$ cat src/rtl/conv_mac_pipe.sv
// Pipelined signed multiply-accumulate with packet framing and a valid-qualified result.
// Optional build macro CONV_MAC_SAT_EN: saturating accumulator with a sticky ovf flag.
module conv_mac_pipe #(
  parameter int ID         = 1,
  parameter int NUM_STAGE  = 3,
  parameter int din0_WIDTH = 8,
  parameter int din1_WIDTH = 16,
  parameter int ACC_WIDTH  = 32
) (
  input  logic                         clk,
  input  logic                         reset,
  input  logic                         ce,
  input  logic                         in_valid,
  input  logic                         first,
  input  logic                         last,
  input  logic signed [din0_WIDTH-1:0] din0,
  input  logic signed [din1_WIDTH-1:0] din1,
  output logic signed [ACC_WIDTH-1:0]  dout,
  output logic                         dout_valid,
  output logic                         ovf
);

  localparam int PW = din0_WIDTH + din1_WIDTH;
  localparam int LS = NUM_STAGE - 1;

  if (NUM_STAGE < 1 || ACC_WIDTH < PW) begin : g_cfg_check
    $error("conv_mac_pipe %0d: illegal parameter set", ID);
  end

  // Returns {saturated, sum}.
`ifdef CONV_MAC_SAT_EN
  function automatic logic [ACC_WIDTH:0] acc_add(input logic signed [ACC_WIDTH-1:0] a,
                                                 input logic signed [ACC_WIDTH-1:0] b);
    logic signed [ACC_WIDTH:0] s;
    s = {a[ACC_WIDTH-1], a} + {b[ACC_WIDTH-1], b};
    if (s[ACC_WIDTH] != s[ACC_WIDTH-1])
      return {1'b1, s[ACC_WIDTH], {(ACC_WIDTH-1){~s[ACC_WIDTH]}}};
    return {1'b0, s[ACC_WIDTH-1:0]};
  endfunction
`else
  function automatic logic [ACC_WIDTH:0] acc_add(input logic signed [ACC_WIDTH-1:0] a,
                                                 input logic signed [ACC_WIDTH-1:0] b);
    return {1'b0, a + b};
  endfunction
`endif

  logic signed [din0_WIDTH-1:0] a_p0;
  logic signed [din1_WIDTH-1:0] b_p0;
  logic                         vld_p0, first_p0, last_p0;
  logic signed [PW-1:0]         mul_p0;

  logic signed [PW-1:0]         prod_pipe [NUM_STAGE];
  logic [NUM_STAGE-1:0]         vld_pipe, first_pipe, last_pipe;

  logic signed [ACC_WIDTH-1:0]  acc, prod_ext, acc_next;
  logic [ACC_WIDTH:0]           add_res;
  logic                         sat;

  assign mul_p0 = PW'(a_p0) * PW'(b_p0);

  // Input capture (p0), product register, then pure delay stages.
  always_ff @(posedge clk) begin
    if (ce) begin
      a_p0          <= din0;
      b_p0          <= din1;
      first_p0      <= first;
      last_p0       <= last;
      prod_pipe[0]  <= mul_p0;
      first_pipe[0] <= first_p0;
      last_pipe[0]  <= last_p0;
      for (int i = 1; i < NUM_STAGE; i++) begin
        prod_pipe[i]  <= prod_pipe[i-1];
        first_pipe[i] <= first_pipe[i-1];
        last_pipe[i]  <= last_pipe[i-1];
      end
    end
  end

  // Accumulate stage.
  assign prod_ext = ACC_WIDTH'(prod_pipe[LS]);
  assign add_res  = acc_add(acc, prod_ext);
  assign sat      = add_res[ACC_WIDTH];
  assign acc_next = first_pipe[LS] ? prod_ext : add_res[ACC_WIDTH-1:0];

  always_ff @(posedge clk) begin
    if (reset) begin
      vld_p0     <= 1'b0;
      vld_pipe   <= '0;
      acc        <= '0;
      dout       <= '0;
      dout_valid <= 1'b0;
      ovf        <= 1'b0;
    end else begin
      dout_valid <= 1'b0;
      if (ce) begin
        vld_p0      <= in_valid;
        vld_pipe[0] <= vld_p0;
        for (int i = 1; i < NUM_STAGE; i++) vld_pipe[i] <= vld_pipe[i-1];
        if (vld_pipe[LS]) begin
          acc <= acc_next;
          // A packet start reloads without adding, so it can never saturate.
          ovf <= first_pipe[LS] ? 1'b0 : (ovf | sat);
          if (last_pipe[LS]) begin
            dout       <= acc_next;
            dout_valid <= 1'b1;
          end
        end
      end
    end
  end

endmodule

$ cat config.mk
export PLATFORM = sky130hd
export DESIGN_NAME = conv_mac_pipe
export DESIGN_NICKNAME = d
export VERILOG_FILES = /design/src/rtl/conv_mac_pipe.sv
export SDC_FILE = /design/constraint.sdc
export NUM_CORES = 1
export LEC_CHECK = 0
export ABC_AREA = 1
export BUFFER_PORTS_ARGS = -buffer_cell sky130_fd_sc_hd__buf_2
export CAP_MARGIN = 10
export CORE_ASPECT_RATIO = 1.1
export CORE_MARGIN = 1.5
export CORE_UTILIZATION = 45
export DETAILED_ROUTE_END_ITERATION = 7
export PLACE_DENSITY = 0.66
export SETUP_SLACK_MARGIN = 0.2
export SYNTH_ARGS = -nofsm -noshare
export SYNTH_HDL_FRONTEND = slang
export SYNTH_SLANG_ARGS = --single-unit
export TNS_END_PERCENT = 100
$ cat constraint.sdc
create_clock -name clk -period 5.8 [get_ports clk]
set_clock_uncertainty 0.05 [all_clocks]
set_input_delay 0.87 -clock clk [delete_from_list [all_inputs] [get_ports clk]]
set_output_delay 0.87 -clock clk [all_outputs]
set_load 0.1 [all_outputs]
* After elaboration in Yosys (flattened, before gate mapping)
Memories as Yosys holds them, arrays and structs flattened. Cells that the tools add are included.
Word-level totals: flip-flop bits (word level) 101, memory bits (writable) 72, input bits 30, output and inout port bits 34, word-level logic and storage cells 23, memories kept 1
Memory list:
- prod_pipe | depth 3, width 24, rd ports 3, clocked after memory_dff 0, wr ports 3, RTL line 52 | logic signed [PW-1:0] prod_pipe [NUM_STAGE];
Cells by class: add/sub/neg operators 1, multiply operators 1, muxes and demuxes 4, bitwise gates (word level) 2, reductions and logical operators 3
Operators by type and width (count):
- $add 32x24->32 | 1
- $mux 32 | 1
- $mul 8x16->24 | 1
- $mux 1 | 3
- $reduce_and 3->1 | 1
- $reduce_or 3->1 | 1
- $not 1->1 | 2
- $reduce_and 2->1 | 1

* Logic depth before layout (Yosys ltp)
An unclocked memory read counts as a cell.
depth in word-level cells 3, mapped depth 23, mapped depth without buffers 21

* Worst setup path before layout
Ideal clock, no wire load.
path kind register -> register, start point register a_p0[7], end point memory prod_pipe[0][21] in the netlist's numbering, data pin, library setup time 252 ps, data arrival time 4307 ps, setup slack 1191 ps, cell stages (with the launch flop) 21, period minus slack after synthesis 4609 ps, cells stage by stage edfxtp_1 -> inv_1 -> buf_1 -> nor2_1 -> fa_1 -> fa_1 -> fa_1 -> inv_1 -> fa_1 -> inv_1 -> ha_1 -> nand2_1 -> inv_1 -> nor3_1 -> nand2_2 -> a21oi_2 -> o21bai_2 -> nand2_1 -> nand2_1 -> nand2_1 -> nand2_1
RTL lines:
- from (decl) | RTL line 47 | logic signed [din0_WIDTH-1:0] a_p0;
- from (signal assigned) | RTL line 64 | a_p0 <= din0;
- to (decl) | RTL line 52

==> reports/qor.txt <==
DIE AREA: 0.03063 mm2
sw frac: 43.90%
nets: 1935
Layout Cell Area excl Fill: 0.01452 mm2
WL per Instance: 13.43 um
Hold Path Depth: 0
Core Area: 0.02887 mm2
Critical Path Fanout Max: 17
post-route ant nets: 0
die height: 183.4 um
Pre-antenna DRT Iters: 5
# port buffers: 62
Initial DRC Count: 452
Post-Syn Instances: 1694
Cell Area, Placed: 0.01391 mm2
initial core utilization: 46.12%
Layout area overhead: 9.010%
Flop pwr share: 28.6%
largest net degree at the start of global routing: 68
fmax: 200.6 MHz
Site Rows: 65
worst-margin pin slew: 0.8302 ns
cell taking the most area after synthesis: edfxtp_1
total routed wirelength: 28.28 mm
DRC violations left: 0
critical path required time: 5.95 ns
GRT Residual Overflow: 0
total power draw: 6.279 mW
crit end category: flop
Post-CTS Hold Buffers: 0
n_diodes: 0
Vias/cell: 4.835
unrepaired setup endpoints after global routing: false
Total Negative Setup Slacks: 0 ns
DR vias: 10180
I/O Pins: 64
post-route core utilization: 50.28%
Hold Vio Cnt, Final: 0
die width: 167.0 um
WP buf/inv: 4
layout cells sized above 1: 8.170%
Num Clock Sinks: 173
final period utilization: 85.97%
Post-CTS Setup Repair Bufs: 0
H-tree Lvls: 4
GPL Wtd Cong: 0.9428
All-Layer GR Usage: 19.73%
Hold EP: prod_pipe[0][55]$_DFFE_PP_
Area contributors post-synth: edfxtp_1 (23%), fa_1 (16%), nand2_1 (13%), inv_1 (11%), dfxtp_1 (10%)
Max Root-Sink Buffers: 2
Slowest cell on crit path: fa_1
area of the multi-input gates: 0.007053 mm2
Psw: 2.757 mW
clock latency on the worst-skew pair: 0.44 ns
Final Critical Period: 4.986 ns
Critical R2R Capture: prod_pipe[0][21]$_DFFE_PP_
Final Slew Violations: 0
CTS root buf: clkbuf_16
Hold Crit Class: flop to flop
CP peak stage delay: 0.55 ns
cts repair resizes: 0
first-pass GRT wire length: 48.76 mm
combinational fraction of design power: 52.4%
FF+latch count, synth: 173
post-synth top area share: 23.45%
register area: 0.004504 mm2
LEAKAGE: 8.088 nW
worst hold slack: 0.3668 ns
flop2flop setup slack: 0.81 ns
CTS tree: built
Setup violations, final: 0
RR Startpoint: a_p0[7]$_DFFE_PP_
Setup CP Type: flop to flop
HP Start: prod_pipe[0][31]$_DFFE_PP_
PwrDens: 432.6 mW/mm2
clock share of power: 19.1%
Warnings, synthesis: 0
Cell variety after synth: 44
Arr. time, crit path: 5.14 ns
DP Wirelength: 21.80 mm
vias in the first global route: 10340
Crit path max-delay family: adder cells
cell breakdown of the critical path: inv_1 > or2_2 > fa_1 > fa_1 > inv_1 > fa_1 > inv_1 > fa_1 > inv_1 > ha_1 > nand2_1 > nor2_1 > nand2_1 > nand2_2 > a21oi_2 > o21bai_2 > nand2_1 > nand3_1 > nand2_1
CTS clock-pin slew for the worst setup and hold paths: 0.08 ns
status: complete, no violations
Syn Nets: 1904
sequential-to-total area share from yosys stat: 33.83%
Worst R2R Path Depth: 19
MaxCap Viol Count: 0
Filler cells: 2746
CTS buffer count: 17
Slew headroom: 44.65%
antenna violations before repair: 0
startpoint types: flop
Mean Syn Cell Area: 7.861 um2
Pint: 3.523 mW
synthesized area: 0.01332 mm2
VDD IR max: 0.2404 mV
[worst reg2reg max path: stages (launching register included)]
cell      delay (ns)
edfxtp_1        0.33
inv_1           0.24
or2_2           0.39
fa_1            0.50
fa_1            0.55
inv_1           0.06
fa_1            0.53
inv_1           0.05
fa_1            0.53
inv_1           0.05
ha_1            0.38
nand2_1         0.09
nor2_1          0.28
nand2_1         0.12
nand2_2         0.13
a21oi_2         0.09
o21bai_2        0.16
nand2_1         0.09
nand3_1         0.07
nand2_1         0.05
[synthesized netlist by cell type, drive strengths merged]
master and count:
inv 405, nand2 466, nor3 10, a21boi 2, a21oi 38, fa 104, ha 76, or2 14
o211ai 8, clkinv 1, edfxtp 104, dfxtp 69, nand4 6, clkbuf 46, o21ai 43, o21bai 12
mux2i 1, a21o 5, nor4 1, nand3 91, nand3b 7, and2 2, a31oi 1, conb 1
o21a 18, xor2 16, xnor2 9, nor2 127, buf 11
[worst max-delay path by stage]
stage,endpoint,start,cells past startpoint,slack (ns)
4_1_cts,prod_pipe[0][21]$_DFFE_PP_,a_p0[7]$_DFFE_PP_,19,0.84
3_3_place_gp,prod_pipe[0][18]$_DFFE_PP_,a_p0[7]$_DFFE_PP_,17,0.95
5_1_grt,prod_pipe[0][21]$_DFFE_PP_,a_p0[7]$_DFFE_PP_,19,0.54
6_report,prod_pipe[0][21]$_DFFE_PP_,a_p0[7]$_DFFE_PP_,19,0.81
3_5_place_dp,prod_pipe[0][21]$_DFFE_PP_,a_p0[7]$_DFFE_PP_,19,0.86
2_1_floorplan,prod_pipe[0][21]$_DFFE_PP_,a_p0[7]$_DFFE_PP_,20,1.19
[per-layer routing]
metal / routed length (um) / share of wire (%) / global-route usage, %
met5: 0 / 0 / 0
met1: 12330 / 44 / 23.15
met2: 14510 / 51 / 36.99
met3: 999 / 3.5 / 3.186
met4: 444 / 1.6 / 5.745
[power by group through the flow]
stage	clock (mW)	sequential (mW)	combinational, mW
6_report	1.20	1.79	3.29
5_1_grt	1.27	1.82	3.76
4_1_cts	1.22	1.80	3.28
3_5_place_dp	0	1.82	3.24
3_3_place_gp	0	1.81	3.14
2_1_floorplan	0	1.81	2.54
[final cells by class]
class                      count  area share [%]
multi-input combinational   1058           48.59
clock inverter                15           1.267
tap                          368           3.172
inverter                     406           10.50
sequential                   173           31.03
clock buffer                  17           2.931
timing repair buffer          69           2.517
[layout by cell type (no fill, tap or decap), types with 5 or more instances in the layout]
master     count
nand2_1      455
inv_1        401
nor2_1       122
fa_1         104
edfxtp_1     104
nand3_1       86
ha_1          76
dfxtp_1       69
buf_2         61
o21ai_0       39
a21oi_1       35
o21a_1        18
clkbuf_16     17
xor2_1        16
nand2_2       11
o21bai_1      10
xnor2_1        9
nor3_1         8
o211ai_1       8
buf_4          8
or2_2          7
nand3b_1       7
or2_1          7
nand4_1        6
inv_8          6
a21o_1         5
nor2_2         5
nand3_2        5
[per-stage QoR]
stage,instances,setup slack (ns)
after floorplan,1694,1.191
after global placement,2074,0.9541
after detailed placement,2074,0.8557
after CTS,2106,0.8350
after global routing,2106,0.5433
final,2106,0.8139
[kinds of logic after synthesis]
family	share of synthesized area [%]
flops	33.83
xor+xnor	1.644
compound gates	5.797
buf+inv	13.21
fa+ha+maj	22.78
mux	0.07517
simple gates	22.64
other cells	0.02816
[registers in the layout, summed over array words and instances (netlist names)]
register	count
b_p0	16
vld_p0	1
dout_valid	1
vld_pipe	3
dout	32
last_pipe	3
prod_pipe	72
last_p0	1
first_p0	1
a_p0	8
first_pipe	3
acc	32
(Power assumes the default switching activity.)
